## config.mk

```make
export PLATFORM = sky130hd
export DESIGN_NAME = down_timer
export DESIGN_NICKNAME = d
export VERILOG_FILES = /design/src/rtl/down_timer.sv
export SDC_FILE = /design/constraint.sdc
export NUM_CORES = 1
export LEC_CHECK = 0
export CAP_MARGIN = 20
export CORE_ASPECT_RATIO = 1.25
export CORE_MARGIN = 2
export CORE_UTILIZATION = 50
export CTS_BUF_LIST = sky130_fd_sc_hd__clkbuf_4
export DETAILED_ROUTE_END_ITERATION = 7
export PLACE_DENSITY = 0.76
export SYNTH_ARGS = -nofsm -noshare
export SYNTH_HDL_FRONTEND = slang
export SYNTH_SLANG_ARGS = --single-unit
```

## constraint.sdc

```tcl
create_clock -name clk -period 2.5 [get_ports clk]
set_input_delay 0.5 -clock clk [delete_from_list [all_inputs] [get_ports clk]]
set_output_delay 0.5 -clock clk [all_outputs]
set_load 0.02 [all_outputs]
```

## src/rtl/down_timer.sv

```systemverilog
// Loadable countdown timer with prescaler, one-shot/auto-reload modes and pause/resume.
// Q, busy and done all come straight from flops; there are no combinational input-to-output paths.
module down_timer #(
    parameter int WIDTH = 8,
    parameter int PW    = 8
) (
    input  logic             clk,
    input  logic             rst,
    input  logic             ld,
    input  logic [WIDTH-1:0] data,
    input  logic             start,
    input  logic             stop,
    input  logic             auto_rld,
    input  logic [PW-1:0]    presc,
    output logic [WIDTH-1:0] Q,
    output logic             busy,
    output logic             done
);

    localparam logic [1:0] ST_IDLE = 2'd0;
    localparam logic [1:0] ST_RUN  = 2'd1;
    localparam logic [1:0] ST_HOLD = 2'd2;

    localparam logic [WIDTH-1:0] Q_ONE = {{(WIDTH-1){1'b0}}, 1'b1};
    localparam logic [PW-1:0]    P_ONE = {{(PW-1){1'b0}}, 1'b1};

    logic [1:0]       state_q, state_d;
    logic [WIDTH-1:0] q_q, q_d;
    logic [WIDTH-1:0] r_q, r_d;
    logic [PW-1:0]    p_q, p_d;
    logic             done_q, done_d;
    logic             busy_q, busy_d;
    logic             tick;

    // >= rather than == so that lowering presc mid-run ticks at once instead of overrunning.
    assign tick = (p_q >= presc);

    always_comb begin
        state_d = state_q;
        q_d     = q_q;
        r_d     = r_q;
        p_d     = p_q;
        done_d  = 1'b0;

        if (ld) begin
            r_d     = data;
            q_d     = data;
            p_d     = '0;
            state_d = ST_IDLE;
        end else begin
            case (state_q)
                ST_IDLE: begin
                    if (!stop && start) begin
                        if (q_q == '0) begin
                            done_d = 1'b1;
                        end else begin
                            state_d = ST_RUN;
                            p_d     = '0;
                        end
                    end
                end
                ST_RUN: begin
                    if (tick) begin
                        p_d = '0;
                        if (q_q == Q_ONE) begin
                            done_d = 1'b1;
                            if (auto_rld) begin
                                q_d = r_q;
                            end else begin
                                q_d     = '0;
                                state_d = ST_IDLE;
                            end
                        end else if (q_q != '0) begin
                            q_d = q_q - Q_ONE;
                        end
                    end else begin
                        p_d = p_q + P_ONE;
                    end
                    // The RUN edge still counts; stop only decides where the next cycle is spent.
                    if (stop && state_d == ST_RUN) begin
                        state_d = ST_HOLD;
                    end
                end
                ST_HOLD: begin
                    if (!stop && start) begin
                        state_d = ST_RUN;
                    end
                end
                default: begin
                    state_d = ST_IDLE;
                end
            endcase
        end

        busy_d = (state_d != ST_IDLE);
    end

    always_ff @(posedge clk or negedge rst) begin
        if (!rst) begin
            state_q <= ST_IDLE;
            q_q     <= '0;
            r_q     <= '0;
            p_q     <= '0;
            done_q  <= 1'b0;
            busy_q  <= 1'b0;
        end else begin
            state_q <= state_d;
            q_q     <= q_d;
            r_q     <= r_d;
            p_q     <= p_d;
            done_q  <= done_d;
            busy_q  <= busy_d;
        end
    end

    assign Q    = q_q;
    assign busy = busy_q;
    assign done = done_q;

endmodule
```

==> results of run 1 <==
-- synth_stat cells, types with 3 or more instances --
cell | number | area (um2)
buf_6 | 3 | 33.8
dfrtp_1 | 28 | 701
a31oi_1 | 4 | 25.0
ha_1 | 12 | 150
nand2b_1 | 4 | 25.0
inv_1 | 19 | 71.3
nor2_1 | 11 | 41.3
o21ai_0 | 19 | 95.1
clkbuf_1 | 3 | 11.3
nand3_1 | 7 | 35.0
a21oi_1 | 8 | 40.0
nor2b_1 | 6 | 37.5
nor3_1 | 6 | 30.0
o31ai_2 | 3 | 37.5
nand2_1 | 27 | 101
xnor2_1 | 3 | 26.3
-- power groups by stage --
stage / sequential (mW) / clock (mW) / combinational [mW]
3_5_place_dp: 0.526 / 0 / 0.255
6_report: 0.517 / 0.198 / 0.254
2_1_floorplan: 0.534 / 0 / 0.131
3_3_place_gp: 0.524 / 0 / 0.251
4_1_cts: 0.517 / 0.203 / 0.256
5_1_grt: 0.522 / 0.228 / 0.282
-- flip-flops by register name, indices dropped and copies added, names as in the netlist --
register / flops
Q: 8
p_q: 8
r_q: 8
state_q: 2
busy: 1
done: 1
-- cell families (layout without fill, tap and decap cells) --
group,after synthesis,after routing,share of synthesized area
flip-flops,28,28,0.360
AO/OA/AOI/OAI,65,65,0.256
XOR/XNOR,4,4,0.0180
multiplexers,4,4,0.0219
buffers and inverters,28,68,0.0675
AND/OR/NAND/NOR,76,76,0.200
adder cells (fa/ha/maj),12,12,0.0771
-- area by class of cell --
| cell class | count | area, um2 |
|---|---|---|
| Sequential cell | 28 | 701 |
| Timing Repair Buffer | 45 | 415 |
| Tap cell | 40 | 50.0 |
| Fill cell | 349 | 1380 |
| Multi-Input combinational cell | 161 | 1110 |
| Clock buffer | 3 | 22.5 |
| Inverter | 19 | 71.3 |
| Clock inverter | 1 | 3.75 |
-- worst max-delay path, stage by stage --
cell,delay [ns]
clkdlybuf4s50_1,0.40
ha_1,0.29
nand2b_1,0.14
a2111o_1,0.46
a311oi_4,0.33
buf_4,0.21
nor3_1,0.06
o311ai_1,0.23
-- worst max path at each step --
stage	slack, ns	end	from	depth (start not counted)
6_report	0.11	Q[6]	presc[0]	8
3_5_place_dp	-0.25	Q[6]	presc[0]	8
3_3_place_gp	-0.19	Q[0]	presc[0]	7
2_1_floorplan	0.33	Q[0]	presc[0]	7
4_1_cts	0.11	Q[6]	presc[0]	8
5_1_grt	0.02	Q[6]	presc[0]	8
-- cells in the final DEF (no fill, tap or decap), drive strengths merged, types with 6 or more instances in the layout --
master         Yosys  final
buf                6     14
nor3               6      6
inv               19     19
a21oi              8      8
clkdlybuf4s50      0     31
ha                12     12
dfrtp             28     28
nand3              7      7
o21ai             22     22
nand2             27     27
nor2              11     11
nor2b              6      6
-- per-layer routing --
layer	vias up	global-route usage
met5	-	0
met4	0	0.0543
met3	3	0.0264
met2	49	0.360
met1	806	0.302
li1	860	-
==> metrics.txt, run 1 <==
num rows=25; sequential area share after synthesis=0.360; Die ar.=4410 um2; drt initial violations=93; Finished Cell Area=2380 um2; overall routing resource usage=0.219; worst slack, placed=-0.249 ns; wl on met1=1960 um; combinational power share=0.262; skew final=0.00275 ns; Min-Delay Path Class=input port to async pin; CP Class=input port to flop; Pint=668 uW; DRT Pass-1 Iters=4; endpoints failing setup=0; Worst VDD drop=0.210 mV; total gr overflow=0; CTS buffer count=3; final period utilization=0.957; relative max-transition margin=0.583; post-CTS sizing=0; setup tns final=0 ns; placed inst area=2350 um2; vias in the first global route=1659; Final Slew Violations=0; post-CTS setup buffer count=0; Switching Fraction=0.311; Skew-Pair Late Insertion Delay=0.33 ns; number of I/O pins=32; met3 wire length=175 um; Worst Setup End Kind=flop; Initial Util=0.519; Crit Path Max Fanout=8; DR DRC count=0; Main synth FF type=dfrtp_1; pwr dens=407 nW/um2; LEAKAGE=1.04 nW; async set-reset flop share out of synthesis=1.00; Post-Place Cells=293; antenna diode count=0; Die Ht=73.8 um; unrepaired setup endpoints after global routing=false; # Max-Cap Violations=0; die width=59.8 um; Startpoint Class=input port; largest net degree at the start of global routing=30; Area Growth Syn to Fin=22.2%; CTS clk-pin slew, worst paths=0.15 ns; CTS sink cnt=28; initial antenna violation count=0; met2 wire length=2150 um; setup ws final=0.109 ns; Fin. Hold Viols=0; Mapped Avg Cell Area=8.97 um2; placer congestion estimate=0.799; Flop pwr share=0.534; hold slack=0.517 ns; cell depth of the worst flop-to-flop path=8; vias per inst=5.78; final net count=292; DP Wirelength=3250 um; worst-margin pin slew=0.624 ns; min cycle time layout=2.39 ns; max layer used=met4; reg2reg start=p_q[0]; RR Endpoint=Q[6]; first-pass GRT wire length=7450 um; IO buf count=31; Worst EP arrival=2.64 ns; CTS tree=done; outcome=complete, no violations; Synthesis Warnings=0; Mapped Nets=251; Final Non-Filler Cells=297; Syn Std Cell Area=1950 um2; final core occ=0.634; R2R Setup Slk=0.20 ns; Clock power frac=0.204; DR WL/cell=14.5 um; CORE AREA=3750 um2; Pwr Total=969 uW; Vias=1718; CTS max path bufs=2; Post-synth EDFFs=0; cells after synthesis=217; synth unique cells=57; Post-DRT Antenna Nets=0; hold_buf cts=0; Routed WL=4300 um; # H-tree levels=1; Sw Pwr=302 uW; layout cells sized above 1=0.140; fmax=418 MHz; FF+latch count, synth=28; root buffer cell=clkbuf_4; WP data required=2.74 ns
(Power assumes the default switching activity.)
==> inputs of run 2 (changes only) <==
Settings changed: PLACE_DENSITY 0.76 to 0.79.
Clock period 2.5 ns to 2.05 ns, I/O delays scaled along.
==> metrics.txt, run 2 (synthesis gave the netlist of run 1 again) <==
Worst Setup End Kind=flop; Final Slew Violations=0 (unchanged); die width=59.8 um (unchanged); Pint=967 uW (+45%); worst-margin pin slew=0.454 ns (-0.170 ns); Clock power frac=0.282 (+0.078); largest net degree at the start of global routing=29 (-3.3%); Flop pwr share=0.454 (-0.080); Worst EP arrival=2.40 ns (-0.24 ns); Switching Fraction=0.296 (-0.0148); final period utilization=1.04; Skew-Pair Late Insertion Delay=0.35 ns (+0.02 ns); antenna diode count=0 (unchanged); drt initial violations=127 (+37%); setup ws final=-0.0870 ns (-0.196 ns); root buffer cell=clkbuf_4; # H-tree levels=1 (unchanged); Crit Path Max Fanout=9 (+1); CTS tree=done; initial antenna violation count=0 (unchanged); DR DRC count=0 (unchanged); pwr dens=531 nW/um2 (+30%); Sw Pwr=407 uW (+35%); vias per inst=5.94 (+2.6%); overall routing resource usage=0.247 (+0.0284); most common cell after layout, fill and taps aside=buf_4; LEAKAGE=1.18 nW (+13%); Area Growth Syn to Fin=32.8%; violated checks=setup timing; CTS buffer count=3 (unchanged); setup tns final=-0.559 ns (-0.559 ns); layout cells sized above 1=0.218 (+0.0781); Worst VDD drop=0.435 mV (+110%); IO buf count=31 (unchanged); final net count=310 (+6.2%); Initial Util=0.519 (unchanged); placer congestion estimate=0.834 (+4.3%); Post-DRT Antenna Nets=0 (unchanged); register area=701 um2 (unchanged); outcome=finished, violations left; worst slack, placed=-0.553 ns (-0.304 ns); WP data required=2.31 ns (-0.43 ns); combinational power share=0.265 (+0.003); Finished Cell Area=2590 um2 (+8.7%); filler cell count=306 (-12%); vias in the first global route=1824 (+9.9%); DRT Pass-1 Iters=4 (unchanged); Die ar.=4410 um2 (unchanged); number of I/O pins=32 (unchanged); endpoints failing setup=13 (+13); hold_buf cts=0 (unchanged); CTS sink cnt=28 (unchanged); CTS max path bufs=2 (unchanged); Min-Delay Path Class=input port to async pin; fmax=468 MHz; DP Wirelength=3500 um (+7.5%); CTS clk-pin slew, worst paths=0.17 ns (+0.02 ns); # Max-Cap Violations=0 (unchanged); CP Class=flop to flop; Multi-input gate area=1160 um2 (+4.0%); DR WL/cell=15.8 um (+9.3%); first-pass GRT wire length=8340 um (+12%); Die Ht=73.8 um (unchanged); relative max-transition margin=0.695 (+0.112); commonest cells after routing, fill and taps aside=buf_4, clkdlybuf4s50_1, dfrtp_1; CORE AREA=3750 um2 (unchanged); Fin. Hold Viols=0 (unchanged); Startpoint Class=flop; unrepaired setup endpoints after global routing=true; min cycle time layout=2.14 ns; num rows=25 (unchanged); skew final=0.00281 ns (+0.0000530 ns); Routed WL=4990 um (+16%); placed inst area=2460 um2 (+4.8%); total gr overflow=0 (unchanged); Vias=1870 (+8.8%)
run 2: changes by cell type in the layout (fill, tap and decap cells not counted), sizes merged:
cell and delta:
bufinv +1, clkinv -1, buf +18, clkdlybuf4s50 -2, dlygate4sd2 +2
run 2: power by group through the flow:
stage               logic [mW]  clock network, mW  registers (mW)
global placement         0.342                  0           0.629
finish                   0.364              0.387           0.624
detailed placement       0.351                  0           0.631
floorplan                0.159                  0           0.651
CTS                      0.356              0.389           0.622
global route             0.401              0.403           0.629
run 2: per-stage QoR:
stage | utilization | hold slack (ns) | power, mW | std cells
after global placement | 0.657 | 0.481 | 0.971 | 308
after CTS | 0.683 | 0.425 | 1.37 | 313
final | 0.689 | 0.411 | 1.37 | 315
after floorplan | - | 0.114 | 0.811 | 217
after detailed placement | 0.657 | 0.492 | 0.982 | 308
after global routing | 0.689 | 0.434 | 1.43 | 315
run 2: timing repair:
item / in CTS / in global routing
gates resized for setup: 11 / 5
buffers inserted: 0 / 2
setup endpoints to repair: 18 / 21
cloned: 1 / 0
pin swaps: 7 / 0
hold endpoints to repair: 0 / 0
run 2: worst paths after layout:
| kind | startpoint | end | slack (ns) | cells past startpoint |
|---|---|---|---|---|
| hold / removal | rst | p_q[2] | 0.41 | 2 |
| max in group asynchronous | rst | p_q[3] | 1.37 | 2 |
| hold reg to reg | r_q[4] | r_q[4] | 0.52 | 1 |
| min in group clk | r_q[4] | r_q[4] | 0.52 | 1 |
| setup reg to reg | p_q[0] | Q[7] | -0.09 | 7 |
| setup / recovery | p_q[0] | Q[7] | -0.09 | 7 |
run 2: routing by layer:
metal  share of wire  GRT usage  vias to the layer above  wire length [um]
met5               0          0                        -                 0
met4           0.021      0.128                        0               107
met3           0.061     0.0211                       12               305
met2            0.50      0.395                       85              2500
met1            0.42      0.328                      877              2070
li1                -          -                      896                 -
run 2: critical path, cell delays in order (launching register included):
cell and delay [ns]:
dfrtp_1 0.39, inv_1 0.05, ha_1 0.26, nand2b_1 0.14, a2111o_1 0.43, a311o_2 0.45
a21oi_1 0.23, o31ai_2 0.09
run 2: area by class of cell:
type | count | share of cell area
Clock buffer | 3 | 0.00871
Clock inverter | 1 | 0.0116
Inverter | 19 | 0.0276
Multi-Input combinational cell | 161 | 0.448
Sequential cell | 28 | 0.271
Tap cell | 40 | 0.0194
Timing Repair Buffer | 63 | 0.213
==> inputs of run 3 (changes only) <==
Settings changed: CORE_MARGIN 2 to 5.
==> metrics.txt, run 3 (synthesis gave the netlist of run 1 again) <==
Slowest-stage cell, CP=a2111o_1; total gr overflow=0 (unchanged); vias in the first global route=1738 (-4.7%); pwr dens=468 nW/um2 (-12%); num rows=25 (unchanged); final net count=309 (-0.32%); Switching Fraction=0.312 (+0.0157); LEAKAGE=1.18 nW (-0.12%); WP data required=2.30 ns (about the same); placer congestion estimate=0.897 (+7.6%); CTS sink cnt=28 (unchanged); root buffer cell=clkbuf_4; Vias=1814 (-3.0%); Crit Path Max Fanout=6 (-3); hold slack=0.434 ns (+0.0221 ns); outcome=finished, violations left; Die ar.=5250 um2 (+19%); CP Cell Sequence=inv_1 -> ha_1 -> nand2b_4 -> a2111o_1 -> a311oi_4 -> buf_6 -> buf_4 -> o21ai_2 -> o211a_1; CTS clk-pin slew, worst paths=0.15 ns (-0.02 ns); slowest stage delay, CP=0.41 ns (-0.04 ns); CP Class=flop to flop; die width=65.8 um (+10%); Startpoint Class=flop; DRT Pass-1 Iters=4 (unchanged); setup ws final=-0.0533 ns (+0.0337 ns); hold_buf cts=0 (unchanged); fmax=475 MHz (+1.6%); commonest cells after routing, fill and taps aside=dfrtp_1, buf_4, clkdlybuf4s50_1; cell depth of the worst flop-to-flop path=9 (+2); overall routing resource usage=0.194 (-0.0535); Clock power frac=0.193 (-0.089); # H-tree levels=1 (unchanged); Worst VDD drop=0.384 mV (-12%); Final Slew Violations=0 (unchanged); CTS tree=done; Skew-Pair Late Insertion Delay=0.33 ns (-0.02 ns); CTS max path bufs=2 (unchanged); Fin. Hold Viols=0 (unchanged); # Max-Cap Violations=0 (unchanged); vias per inst=5.55 (-6.6%); relative max-transition margin=0.704 (+0.00951); unrepaired setup endpoints after global routing=true; first-pass GRT wire length=8020 um (-3.7%); final period utilization=1.03 (-0.0165); CTS buffer count=3 (unchanged); Initial Util=0.514 (-0.00429); Pint=838 uW (-13%); Die Ht=79.8 um (+8.1%); CORE AREA=3780 um2 (+0.83%); initial antenna violation count=0 (unchanged); Post-DRT Antenna Nets=0 (unchanged); skew final=0.00230 ns (-0.000510 ns); DR WL/cell=14.6 um (-7.9%); number of I/O pins=32 (unchanged); violated checks=setup timing; Pwr Total=1.22 mW (-11%); DR DRC count=0 (unchanged); Sw Pwr=380 uW (-6.7%); combinational power share=0.294 (+0.029); worst-margin pin slew=0.442 ns (-0.0119 ns); reg2reg start=p_q[0]; Worst Setup End Kind=flop; Worst EP arrival=2.35 ns (-0.05 ns); endpoints failing setup=9 (-4); layout cells sized above 1=0.238 (+0.0199); setup tns final=-0.217 ns (+0.342 ns); CP startpoint=p_q[0]; DP Wirelength=3390 um (-2.9%); drt initial violations=115 (-9.4%); Routed WL=4770 um (-4.4%); IO buf count=31 (unchanged); Min-Delay Path Class=input port to async pin; min cycle time layout=2.10 ns (-0.0337 ns); Area Growth Syn to Fin=33.7%; antenna diode count=0 (unchanged); largest net degree at the start of global routing=29 (unchanged); Flop pwr share=0.513 (+0.059)
==> run 3: cell types whose count changed in the layout (fill, tap and decap cells not counted) <==
cell,before,now
o21ai_0,15,14
nand2b_1,4,3
nand2b_4,0,1
buf_4,31,28
o21ai_1,6,2
a21oi_2,0,1
a21oi_1,8,7
o21ai_2,0,5
dlygate4sd2_1,2,3
clkdlybuf4s50_1,29,28
buf_6,1,3
bufinv_16,1,0
==> run 3: layer usage <==
| metal | vias up | GRT usage | routed length (um) |
|---|---|---|---|
| li1 | 904 | - | - |
| met1 | 853 | 0.260 | 2070 |
| met2 | 51 | 0.325 | 2390 |
| met3 | 6 | 0.0127 | 235 |
| met4 | 0 | 0.0685 | 75 |
| met5 | - | 0 | 0 |
==> run 3: stage by stage <==
step / area [um2] / setup WS, ns / std cells / util
4_1_cts: 2550 / -0.0583 / 326 / 0.675
3_5_place_dp: 2480 / -0.545 / 322 / 0.656
2_1_floorplan: 1950 / 0.0190 / 217 / -
5_1_grt: 2600 / -0.159 / 327 / 0.688
6_report: 2600 / -0.0533 / 327 / 0.688
3_3_place_gp: 2480 / -0.495 / 322 / 0.656
==> run 3: final cells by class <==
class / count / area, um2
Fill cell: 316 / 1180
Sequential cell: 28 / 701
Timing Repair Buffer: 62 / 551
Multi-Input combinational cell: 161 / 1190
Clock buffer: 3 / 22.5
Inverter: 19 / 71.3
Tap cell: 54 / 67.6
==> run 3: final timing paths <==
| kind | slack (ns) | to |
|---|---|---|
| hold / removal | 0.43 | p_q[6] |
| max in group asynchronous | 1.35 | Q[5] |
| hold reg to reg | 0.52 | r_q[4] |
| min in group clk | 0.52 | r_q[4] |
| setup / recovery | -0.05 | Q[4] |
| setup reg to reg | -0.05 | Q[4] |
==> run 3: worst max-delay path: cells and delay by family, from the launching register on <==
family | cells | cell delay, ns
flops | 1 | 0.38
simple gates | 1 | 0.13
compound gates | 4 | 0.89
fa+ha+maj | 1 | 0.26
buf+inv | 3 | 0.34
==> run 3: power groups by stage <==
stage / logic, mW / clock network, mW / registers, mW
final: 0.358 / 0.235 / 0.625
after global routing: 0.395 / 0.261 / 0.631
after CTS: 0.351 / 0.243 / 0.623
after detailed placement: 0.341 / 0 / 0.633
after global placement: 0.337 / 0 / 0.632
after floorplan: 0.159 / 0 / 0.651
==> run 3: timing repair <==
item,CTS,global route
endpoints found under the setup margin,20,20
endpoints found under the hold margin,0,0
pin swaps,6,6
resized for setup,17,10
cloned,1,0
setup buffers,0,1
